[src/rtl/icache_data_arb_pkg.sv]
// Shared types for the instruction-cache data RAM arbiter.
package icache_data_arb_pkg;

    // Top-level sequencer states: zeroing sweep or normal arbitration.
    typedef enum logic [0:0] {
        S_INIT = 1'b0,
        S_ARB  = 1'b1
    } arb_state_e;

    // Width of the consecutive-write counter (MAX_WR_STREAK <= 15).
    localparam int STREAK_W = 4;

endpackage

[src/rtl/icache_data_ram_arb.sv]
// Arbiter/sequencer for one single-port L1.5 icache data RAM bank.
// Writes (refill) win over reads (lookup), except that a pending read is
// guaranteed a slot after MAX_WR_STREAK consecutive write grants. After
// reset, or on init_i, the whole bank is swept to zero before any grant.
module icache_data_ram_arb
    import icache_data_arb_pkg::*;
#(
    parameter int DATA_WIDTH    = 64,
    parameter int ADDR_WIDTH    = 7,
    parameter int BE_WIDTH      = DATA_WIDTH / 8,
    parameter int MAX_WR_STREAK = 4
) (
    input  logic                  clk,
    input  logic                  rst,

    input  logic                  init_i,
    output logic                  init_busy_o,

    input  logic                  rd_req_i,
    input  logic [ADDR_WIDTH-1:0] rd_addr_i,
    output logic                  rd_gnt_o,
    output logic                  rd_rvalid_o,
    output logic [DATA_WIDTH-1:0] rd_rdata_o,

    input  logic                  wr_req_i,
    input  logic [ADDR_WIDTH-1:0] wr_addr_i,
    input  logic [DATA_WIDTH-1:0] wr_wdata_i,
    input  logic [BE_WIDTH-1:0]   wr_be_i,
    output logic                  wr_gnt_o,

    output logic                  ram_req_o,
    output logic                  ram_write_o,
    output logic [ADDR_WIDTH-1:0] ram_addr_o,
    output logic [DATA_WIDTH-1:0] ram_wdata_o,
    output logic [BE_WIDTH-1:0]   ram_be_o,
    input  logic [DATA_WIDTH-1:0] ram_rdata_i
);

    localparam logic [ADDR_WIDTH-1:0] LAST_ADDR  = '1;
    localparam logic [STREAK_W-1:0]   STREAK_MAX = STREAK_W'(MAX_WR_STREAK);

    // Saturating increment of the write-streak counter.
    function automatic logic [STREAK_W-1:0] streak_sat_inc(input logic [STREAK_W-1:0] v);
        logic [STREAK_W-1:0] r;
        if (v >= STREAK_MAX) begin
            r = STREAK_MAX;
        end else begin
            r = v + 1'b1;
        end
        return r;
    endfunction

    arb_state_e            r_state;
    arb_state_e            w_state_nxt;
    logic [ADDR_WIDTH-1:0] r_init_cnt;
    logic [ADDR_WIDTH-1:0] w_init_cnt_nxt;
    logic [STREAK_W-1:0]   r_wr_streak;
    logic                  r_rd_pending_p1;
    logic                  w_rd_gnt;
    logic                  w_wr_gnt;
    logic                  w_rd_starved;

    // A read that has watched MAX_WR_STREAK writes go by must win next.
    assign w_rd_starved = (r_wr_streak == STREAK_MAX);

    // Next-state, grant decode and RAM command mux (p0: request cycle).
    always_comb begin
        w_state_nxt    = r_state;
        w_init_cnt_nxt = r_init_cnt;
        w_rd_gnt       = 1'b0;
        w_wr_gnt       = 1'b0;
        ram_req_o      = 1'b0;
        ram_write_o    = 1'b0;
        ram_addr_o     = '0;
        ram_wdata_o    = '0;
        ram_be_o       = '0;

        case (r_state)
            S_INIT: begin
                // Requesters keep req high; they simply see no grant here.
                ram_req_o   = 1'b1;
                ram_write_o = 1'b1;
                ram_addr_o  = r_init_cnt;
                ram_be_o    = '1;
                if (r_init_cnt == LAST_ADDR) begin
                    w_state_nxt    = S_ARB;
                    w_init_cnt_nxt = '0;
                end else begin
                    w_init_cnt_nxt = r_init_cnt + 1'b1;
                end
            end

            S_ARB: begin
                if (init_i) begin
                    // Sweep request outranks both requesters this cycle.
                    w_state_nxt = S_INIT;
                end else if (wr_req_i && (!rd_req_i || !w_rd_starved)) begin
                    w_wr_gnt = 1'b1;
                end else if (rd_req_i) begin
                    w_rd_gnt = 1'b1;
                end

                if (w_wr_gnt) begin
                    ram_req_o   = 1'b1;
                    ram_write_o = 1'b1;
                    ram_addr_o  = wr_addr_i;
                    ram_wdata_o = wr_wdata_i;
                    ram_be_o    = wr_be_i;
                end else if (w_rd_gnt) begin
                    ram_req_o   = 1'b1;
                    ram_addr_o  = rd_addr_i;
                end
            end

            default: begin
                w_state_nxt    = S_INIT;
                w_init_cnt_nxt = '0;
            end
        endcase
    end

    // State and sweep-address register; reset restarts the sweep at 0.
    always_ff @(posedge clk or posedge rst) begin
        if (rst) begin
            r_state    <= S_INIT;
            r_init_cnt <= '0;
        end else begin
            r_state    <= w_state_nxt;
            r_init_cnt <= w_init_cnt_nxt;
        end
    end

    // Count consecutive write grants that a waiting read had to yield to.
    always_ff @(posedge clk or posedge rst) begin
        if (rst) begin
            r_wr_streak <= '0;
        end else if (w_rd_gnt || !rd_req_i) begin
            r_wr_streak <= '0;
        end else if (w_wr_gnt) begin
            r_wr_streak <= streak_sat_inc(r_wr_streak);
        end
    end

    // p0 -> p1: RAM read latency is one cycle; track which cycle owns data.
    always_ff @(posedge clk or posedge rst) begin
        if (rst) begin
            r_rd_pending_p1 <= 1'b0;
        end else begin
            r_rd_pending_p1 <= w_rd_gnt;
        end
    end

    assign init_busy_o = (r_state == S_INIT);
    assign rd_gnt_o    = w_rd_gnt;
    assign wr_gnt_o    = w_wr_gnt;
    assign rd_rvalid_o = r_rd_pending_p1;
    assign rd_rdata_o  = ram_rdata_i;

endmodule

[config.mk]
export PLATFORM = sky130hd
export DESIGN_NAME = icache_data_ram_arb
export DESIGN_NICKNAME = d
export VERILOG_FILES = /design/src/rtl/icache_data_arb_pkg.sv /design/src/rtl/icache_data_ram_arb.sv
export SDC_FILE = /design/constraint.sdc
export NUM_CORES = 1
export LEC_CHECK = 0
export CAP_MARGIN = 0
export CORE_AREA = 5 5 115 117
export CTS_CLUSTER_DIAMETER = 60
export DETAILED_ROUTE_END_ITERATION = 7
export DIE_AREA = 0 0 120 122
export PLACE_DENSITY = 0.66
export SYNTH_ARGS = -nofsm -noshare
export SYNTH_HDL_FRONTEND = slang
export SYNTH_SLANG_ARGS = --single-unit
export TNS_END_PERCENT = 30
[constraint.sdc]
create_clock -name clk -period 2.22 [get_ports clk]
set_input_delay 0.333 -clock clk [delete_from_list [all_inputs] [get_ports clk]]
set_output_delay 0.333 -clock clk [all_outputs]
set_load 0.005 [all_outputs]
==> results of run 1 <==
[layout make-up]
type                    instances  area [µm²]
diodes                          2        5.00
repair buffers                200        1760
flip-flops and latches         13         325
multi-input cells             151        1030
well taps                     150         188
inverters                       5        18.8
fillers                      1347        8850
clock buffers                   4        78.8
[worst register-to-register path: cells and delay by family (launching register included)]
kind / cells / cell delay, ps
AOI/OAI and AO/OA: 1 / 240
buffers and inverters: 2 / 390
DFF: 1 / 390
and+or+nand+nor: 2 / 440
[sequential cells by signal, summed over array words and instances (netlist names)]
signal / cells
r_init_cnt: 7
r_wr_streak: 4
r_state: 1
rd_rvalid_o: 1
[power by group]
part / switching [µW] / total (µW) / leakage, µW / internal [µW]
clock: 105 / 348 / 0.0000382 / 243
sequential: 0 / 238 / 0.000167 / 238
combinational: 55.9 / 207 / 0.00138 / 151
[logic make-up (layout without fill, tap and decap cells)]
logic type                 after synthesis  in the layout  share of synthesized area
and+or+nand+nor                        116            116                      0.351
buffers and inverters                   85            209                      0.325
AOI/OAI and AO/OA                       27             27                      0.110
DFF                                     13             13                      0.170
xor gates and xnor gates                 4              4                     0.0184
adders and majority gates                3              3                     0.0197
muxes                                    1              1                    0.00590
other                                    0              2                          0
[cell usage in the layout, fill, tap and decap left out, types with 2 or more instances in the layout]
cell type,n
clkbuf_2,55
diode_2,2
buf_4,16
xor2_1,2
nor2b_1,8
clkdlybuf4s50_1,90
buf_12,4
a211oi_2,7
nand3_1,9
nand2_1,21
buf_2,8
ha_1,2
a21oi_1,2
and2_4,3
xnor2_1,2
buf_16,2
dlymetal6s2s_1,17
nor2_1,5
and2_1,62
buf_6,3
clkbuf_16,3
inv_1,5
dfrtp_1,13
dlygate4sd2_1,4
o21ai_0,3
a31oi_1,2
a311o_1,7
[worst max path at each step]
stage / startpoint / endpoint / slack [ps] / depth (start not counted)
floorplan: r_wr_streak[0]$_DFFE_PP0P_ / ram_addr_o[0] / 460 / 6
global placement: rd_req_i / rd_gnt_o / -300 / 5
detailed placement: rd_req_i / rd_gnt_o / -320 / 5
CTS: r_wr_streak[0]$_DFFE_PP0P_ / ram_addr_o[4] / -190 / 7
global route: r_wr_streak[1]$_DFFE_PP0P_ / ram_wdata_o[3] / 10 / 8
finish: r_wr_streak[0]$_DFFE_PP0P_ / ram_wdata_o[3] / 80 / 8
[metal layers]
metal / global-route usage / wire (µm)
met5: 0 / 13
met4: 0.0279 / 174
met3: 0.0687 / 1360
met2: 0.200 / 4650
met1: 0.151 / 4130
[timing repair]
action                     in CTS  in global routing
cloned                          4                  0
resized for setup             156                 90
setup endpoints to repair      82                 75
buffers inserted                8                  1
pin swaps                       2                  5
[stage by stage]
step	cell area (µm²)	power, µW	setup WS (ps)	setup TNS, ps
2_1_floorplan	1910	358	460	0
3_3_place_gp	3360	443	-304	-16580
3_5_place_dp	3360	444	-318	-18480
4_1_cts	3640	799	-186	-3100
5_1_grt	3400	824	10.4	0
6_report	3410	792	76.1	0
==> results.yml, run 1 <==
finish:
  fin_util: 0.278
  drive_gt1_frac: 0.292
  finalNonFillerCells: 525
  nets: 532
  area_growth_pct: 78.4
worst_setup_path:
  cp-end-kind: "output pin"
  critical_path_class: "reg -> out"
  max_stage_delay_ps: 370
  reg2reg_to: "r_wr_streak[2]$_DFFE_PP0P_"
  startpoint_type: "register"
  crit_buf_inv: 4
  r2r-start: "r_state$_DFF_PP0_"
  slowest_stage: "dfrtp_1"
  r2r_slack_ps: 650
  worst_path_dominant_cell_family: "simple AND/OR/NAND/NOR gates"
  path_max_fanout: 16
  required_ps: 1890
  cp_cell_sequence: "inv_1 -> ha_2 -> nand4b_4 -> and3_4 -> buf_4 -> buf_12 -> and2_1 -> buf_2"
  r2r_cells: 5
  cp.arrival_ps: 1810
synthesis:
  yosysWarningCount: 0
  synthTopCellsByArea: "buf_4 (26%), and2_1 (21%), dfrtp_1 (17%), buf_6 (4.1%), nand2_1 (4.1%)"
  synth_area_um2: 1910
  avgSynthCellArea_um2: 7.67
  seq_area_frac_synth: 0.170
  syn_nets: 407
  synth.distinct_cells: 32
  syn_inst: 249
  synthArstFlopShare: 1.00
  synth_top_area_frac: 0.256
  synth-edff-count: 0
  synth_commonest_cells: "and2_1 (65), buf_4 (65), nand2_1 (21), dfrtp_1 (13)"
  synth_seq_cells: 13
  synthFlopType: "dfrtp_1"
  synth_largest_area_cell: "buf_4"
floorplan:
  fp.dieW_um: 120
  core-area_um2: 12300
  die-area_um2: 14600
  rows: 41
  initial_core_util: 0.156
  fp.dieH_um: 122
  io_pins: 304
route:
  drcViolationCount: 0
  drtIter0Drc: 47
  finalWirelength_um: 10300
  dr_total_vias: 2182
  first_pass_iters: 6
  drtAntennaViolNets: 0
  vias_per_cell: 4.16
  routedWlPerCell_um: 19.7
global_routing:
  grt_usage: 0.126
  antenna_found_initial: 3
  grt_max_degree: 18
  overflow: 0
  grt_pass1_wl_um: 14000
  grt_pass1_vias: 2324
sta:
  fmax_ghz: 0.466
  post-route-period-util: 0.966
  drv_slew: 0
  setup-violations-final: 0
  hold_violations: 0
  slew_headroom: 0.648
  hold_slack_ps: 420
  period_minus_slack_ps: 2140
  rsz0062_at_grt: "false"
  tightestPinTransition_ps: 528
  finClkSkew_ps: 3.16
clocking:
  clk_pin_slew_ps: 50
  numCtsBuffers: 3
  tritoncts: "yes"
  clk-insertion-delay-late_ps: 240
  cts_root_buffer: "clkbuf_16"
  cts_htree_levels: 1
  clk_path_buf_depth: 2
  clock_sinks: 13
  cts_hold_buffers: 0
outcome:
  status: "complete, no violations"
power:
  ir_drop_v: 0.000174
  p_leak_uw: 0.00159
  p_per_area_nw_per_um2: 233
placement:
  dp_hpwl_um: 8410
  dp.cells: 507
  portBuffers: 175
  gp_congestion: 0.857
run:
  maxCapViolCount: 0
hold_path:
  hold_path.class: "in -> async"
No activity file was read; power rests on OpenSTA's default activity.
==> run 2, diff against run 1 <==
--- a/config.mk
+++ b/config.mk
@@ -6,11 +6,11 @@
 export NUM_CORES = 1
 export LEC_CHECK = 0
 export CAP_MARGIN = 0
-export CORE_AREA = 5 5 115 117
+export CORE_AREA = 10 10 111 113
 export CTS_CLUSTER_DIAMETER = 60
 export DETAILED_ROUTE_END_ITERATION = 7
-export DIE_AREA = 0 0 120 122
-export PLACE_DENSITY = 0.66
+export DIE_AREA = 0 0 121 123
+export PLACE_DENSITY = 0.75
 export SYNTH_ARGS = -nofsm -noshare
 export SYNTH_HDL_FRONTEND = slang
 export SYNTH_SLANG_ARGS = --single-unit
==> run 2 against run 1 <==
Compared with the run above: largest cell class unchanged; clock skew about the same; sequential share of layout area is essentially flat; final cell count down 1.7%.
==> results.yml, run 2 (same netlist as run 1, synthesis figures left out) <==
clocking:
  clk_path_buf_depth: 2
  tritoncts: "yes"
  cts_hold_buffers: 0
  cts_root_buffer: "clkbuf_8"
  clock_sinks: 13
  clk_pin_slew_ps: 60
  clk-insertion-delay-late_ps: 250
  cts_htree_levels: 1
  numCtsBuffers: 3
route:
  routedWlPerCell_um: 19.9
  drtIter0Drc: 60
  vias_per_cell: 4.25
  drtAntennaViolNets: 0
  drcViolationCount: 0
  first_pass_iters: 4
  dr_total_vias: 2193
  finalWirelength_um: 10300
global_routing:
  overflow: 0
  grt_pass1_vias: 2294
  grt_usage: 0.123
  grt_pass1_wl_um: 14300
  antenna_found_initial: 7
  grt_max_degree: 22
worst_setup_path:
  critical_path_class: "reg -> out"
  cp-end-kind: "output pin"
  reg2reg_to: "r_wr_streak[2]$_DFFE_PP0P_"
  r2r_slack_ps: 760
  slowest_stage: "dfrtp_1"
  r2r-start: "r_wr_streak[0]$_DFFE_PP0P_"
  required_ps: 1890
  cp_cell_sequence: "inv_2 -> ha_4 -> nand4b_4 -> and3_4 -> buf_4 -> buf_6 -> buf_16 -> and2_1 -> buf_2"
  cp.arrival_ps: 1860
  r2r_cells: 6
  max_stage_delay_ps: 390
  startpoint_type: "register"
  path_max_fanout: 10
  crit_buf_inv: 5
  worst_path_dominant_cell_family: "buffers and inverters"
finish:
  largest-register: "r_init_cnt"
  postLayoutCellArea_um2: 3400
  final_cell_mix: "clkdlybuf4s50_1 (90), and2_1 (64), clkbuf_2 (35)"
  area_growth_pct: 78.0
  drive_gt1_frac: 0.249
  reg_top3: "r_init_cnt: 7 flops, r_wr_streak: 4 flops"
  nets: 537
  final_common_cell: "clkdlybuf4s50_1"
  fin_util: 0.335
  largest_reg_flops: 7
sta:
  hold_violations: 0
  fin_tns_setup_ps: 0
  period_minus_slack_ps: 2200
  drv_slew: 0
  rsz0062_at_grt: "true"
  setup-violations-final: 0
  post-route-period-util: 0.989
  tightestPinTransition_ps: 524
  fmax_ghz: 0.455
  slew_headroom: 0.650
  fin_ws_ps: 24.4
  finClkSkew_ps: 3.59
placement:
  place_ws_ps: -270
  portBuffers: 175
  gp_congestion: 0.841
  placed_area_um2: 3360
  dp_hpwl_um: 8840
floorplan:
  rows: 37
  die-area_um2: 14900
  initial_core_util: 0.188
  core-area_um2: 10100
  io_pins: 304
  fp.dieW_um: 121
  fp.dieH_um: 123
power:
  total_power_uw: 651
  p_leak_uw: 0.00164
  p_per_area_nw_per_um2: 191
  ir_drop_v: 0.000207
run:
  maxCapViolCount: 0
outcome:
  status: "complete, no violations"
hold_path:
  hold_path.class: "in -> async"
-- run 2: area by class of cell --
cell class	count	area (µm²)
clock inverter	1	5.00
sequential	13	325
antenna	2	5.00
fill	1079	6740
clock buffer	3	41.3
multi-input combinational	151	1010
inverter	5	18.8
tap	136	170
timing repair buffer	205	1820
-- run 2: metal layers --
| layer | vias to the layer above | part of all wire | GRT usage |
|---|---|---|---|
| li1 | 1004 | - | - |
| met1 | 1001 | 0.35 | 0.122 |
| met2 | 150 | 0.48 | 0.206 |
| met3 | 30 | 0.15 | 0.0866 |
| met4 | 8 | 0.015 | 0.0324 |
| met5 | - | 0.0053 | 0 |
-- run 2: where the power goes --
part	switching [µW]	internal, µW
Clock	92.1	124
Sequential	0	237
Combinational	47.5	150
-- run 2: how the worst max path moves through the flow --
stage	start	end	slack [ps]	cells after the start
final	r_wr_streak[0]$_DFFE_PP0P_	ram_wdata_o[6]	20	9
after global routing	r_wr_streak[0]$_DFFE_PP0P_	ram_wdata_o[6]	-60	9
after CTS	r_wr_streak[1]$_DFFE_PP0P_	ram_wdata_o[59]	-150	7
after detailed placement	rd_req_i	ram_addr_o[0]	-270	6
after global placement	rd_req_i	rd_gnt_o	-220	5
after floorplan	r_wr_streak[0]$_DFFE_PP0P_	ram_addr_o[0]	460	6
-- run 2: through the flow --
stage          hold WS [ps]  std cells
6_report                429        516
4_1_cts                 444        508
3_5_place_dp            502        495
3_3_place_gp            489        495
5_1_grt                 469        515
2_1_floorplan           210        249
-- run 2: timing repair --
item / 4_1_cts / 5_1_grt
buffers inserted: 7 / 8
gates cloned: 2 / 0
pin swaps: 10 / 1
gates resized for setup: 141 / 77
endpoints found under the setup margin: 81 / 72
-- run 2: worst register-to-register path, stage by stage, from the launching register on --
cell      delay (ps)
dfrtp_1          390
inv_2             70
ha_4             140
nand4b_4         120
and2_4           210
buf_4            150
o221a_2          260
==> run 3, diff against run 2 <==
--- a/config.mk
+++ b/config.mk
@@ -11,6 +11,8 @@
 export DETAILED_ROUTE_END_ITERATION = 7
 export DIE_AREA = 0 0 121 123
 export PLACE_DENSITY = 0.75
+export REMOVE_ABC_BUFFERS = 1
+export SKIP_CTS_REPAIR_TIMING = 1
 export SYNTH_ARGS = -nofsm -noshare
 export SYNTH_HDL_FRONTEND = slang
 export SYNTH_SLANG_ARGS = --single-unit
==> run 3 against run 2 <==
Compared with the run above: the run now ends with negative setup slack left; largest power group unchanged; maximum frequency fell by 11%; worst hold slack got worse by 12 ps; routed wire length rose by 48%; largest cell class unchanged; critical path depth fell by 3; clock-buffer cell count rose by 1; combinational power barely moved; sequential power barely moved; cell area rose by 8.6%.
==> results.yml, run 3 (same netlist as run 1, synthesis figures left out) <==
placement:
  place_ws_ps: -306
  portBuffers: 175
  placed_area_um2: 3380
  gp_congestion: 0.850
  dp_hpwl_um: 12900
run:
  maxCapViolCount: 0
sta:
  fin_tns_setup_ps: -1310
  rsz0062_at_grt: "true"
  period_minus_slack_ps: 2460
  fmax_ghz: 0.406
  fin_ws_ps: -241
  tightestPinTransition_ps: 515
  drv_slew: 0
  hold_violations: 0
  post-route-period-util: 1.11
  setup-violations-final: 7
  finClkSkew_ps: 6.72
  slew_headroom: 0.656
finish:
  postLayoutCellArea_um2: 3690
  drive_gt1_frac: 0.108
  area_growth_pct: 93.4
  largest_reg_flops: 7
  nets: 528
  reg_top3: "r_init_cnt: 7 flops, r_wr_streak: 4 flops"
  fin_util: 0.364
  largest-register: "r_init_cnt"
  final_cell_mix: "clkdlybuf4s50_1 (107), dlymetal6s2s_1 (66), and2_1 (64)"
  final_common_cell: "clkdlybuf4s50_1"
floorplan:
  io_pins: 304
  core-area_um2: 10100
  rows: 37
  initial_core_util: 0.188
  die-area_um2: 14900
  fp.dieH_um: 123
  fp.dieW_um: 121
worst_setup_path:
  path_max_fanout: 7
  startpoint_type: "primary input"
  critical_path_class: "in -> out"
  required_ps: 1890
  cp.arrival_ps: 2130
  cp-end-kind: "output pin"
  r2r_slack_ps: 870
global_routing:
  grt_usage: 0.176
  grt_pass1_wl_um: 18400
  grt_pass1_vias: 2256
  grt_max_degree: 66
  antenna_found_initial: 15
  overflow: 0
route:
  first_pass_iters: 4
  vias_per_cell: 4.41
  finalWirelength_um: 15200
  drcViolationCount: 0
  drtAntennaViolNets: 0
  dr_total_vias: 2249
  drtIter0Drc: 48
  routedWlPerCell_um: 29.8
hold_path:
  hold_path.class: "in -> async"
power:
  p_per_area_nw_per_um2: 177
  p_leak_uw: 0.00256
  total_power_uw: 653
  ir_drop_v: 0.000190
clocking:
  tritoncts: "yes"
  clk_path_buf_depth: 2
  clk_pin_slew_ps: 60
  clk-insertion-delay-late_ps: 250
  cts_root_buffer: "clkbuf_8"
  cts_htree_levels: 1
  clock_sinks: 13
  numCtsBuffers: 3
outcome:
  status: "finished with violations"
  violations: "negative setup slack"
## run 3: routing by layer
layer | wire (µm) | up-vias | global-route usage
li1 | - | 989 | -
met1 | 5920 | 984 | 0.187
met2 | 5480 | 234 | 0.215
met3 | 3650 | 24 | 0.227
met4 | 45 | 18 | 0.0143
met5 | 122 | - | 0.0164
## run 3: worst paths after layout
kind	depth (start not counted)	end	from
worst max-delay path	6	ram_addr_o[4]	rd_req_i
max in group asynchronous	2	r_wr_streak[2]$_DFFE_PP0P_	rst
worst min-delay path	2	rd_rvalid_o$_DFF_PP0_	rst
worst max register to register	5	r_wr_streak[2]$_DFFE_PP0P_	r_wr_streak[0]$_DFFE_PP0P_
min in group clk	1	r_init_cnt[2]$_DFFE_PP0N_	r_init_cnt[2]$_DFFE_PP0N_
worst min register to register	1	r_init_cnt[2]$_DFFE_PP0N_	r_init_cnt[2]$_DFFE_PP0N_
## run 3: power breakdown
group | total [µW] | leakage (µW) | internal [µW] | switching, µW
clock network | 217 | 0.0000228 | 127 | 89.9
logic | 199 | 0.00237 | 152 | 47.2
registers | 237 | 0.000167 | 237 | 0
## run 3: metrics by stage
step | hold WS (ps) | std cells
finish | 417 | 510
global route | 464 | 506
CTS | 443 | 502
detailed placement | 484 | 498
global placement | 474 | 498
floorplan | 210 | 169
## run 3: final cells by class
type                       instances  area, µm²
inverter                           5       18.8
multi-input combinational        151       1010
antenna                            5       12.5
timing repair buffer             196       2120
fill                            1036       6440
tap                              136        170
clock buffer                       4       45.0
sequential                        13        325
## run 3: worst max-delay path: stages
cell	delay (ps)
clkdlybuf4s50_1	530
nand4b_4	140
buf_4	200
a211oi_1	250
a311o_1	160
clkdlybuf4s50_1	520
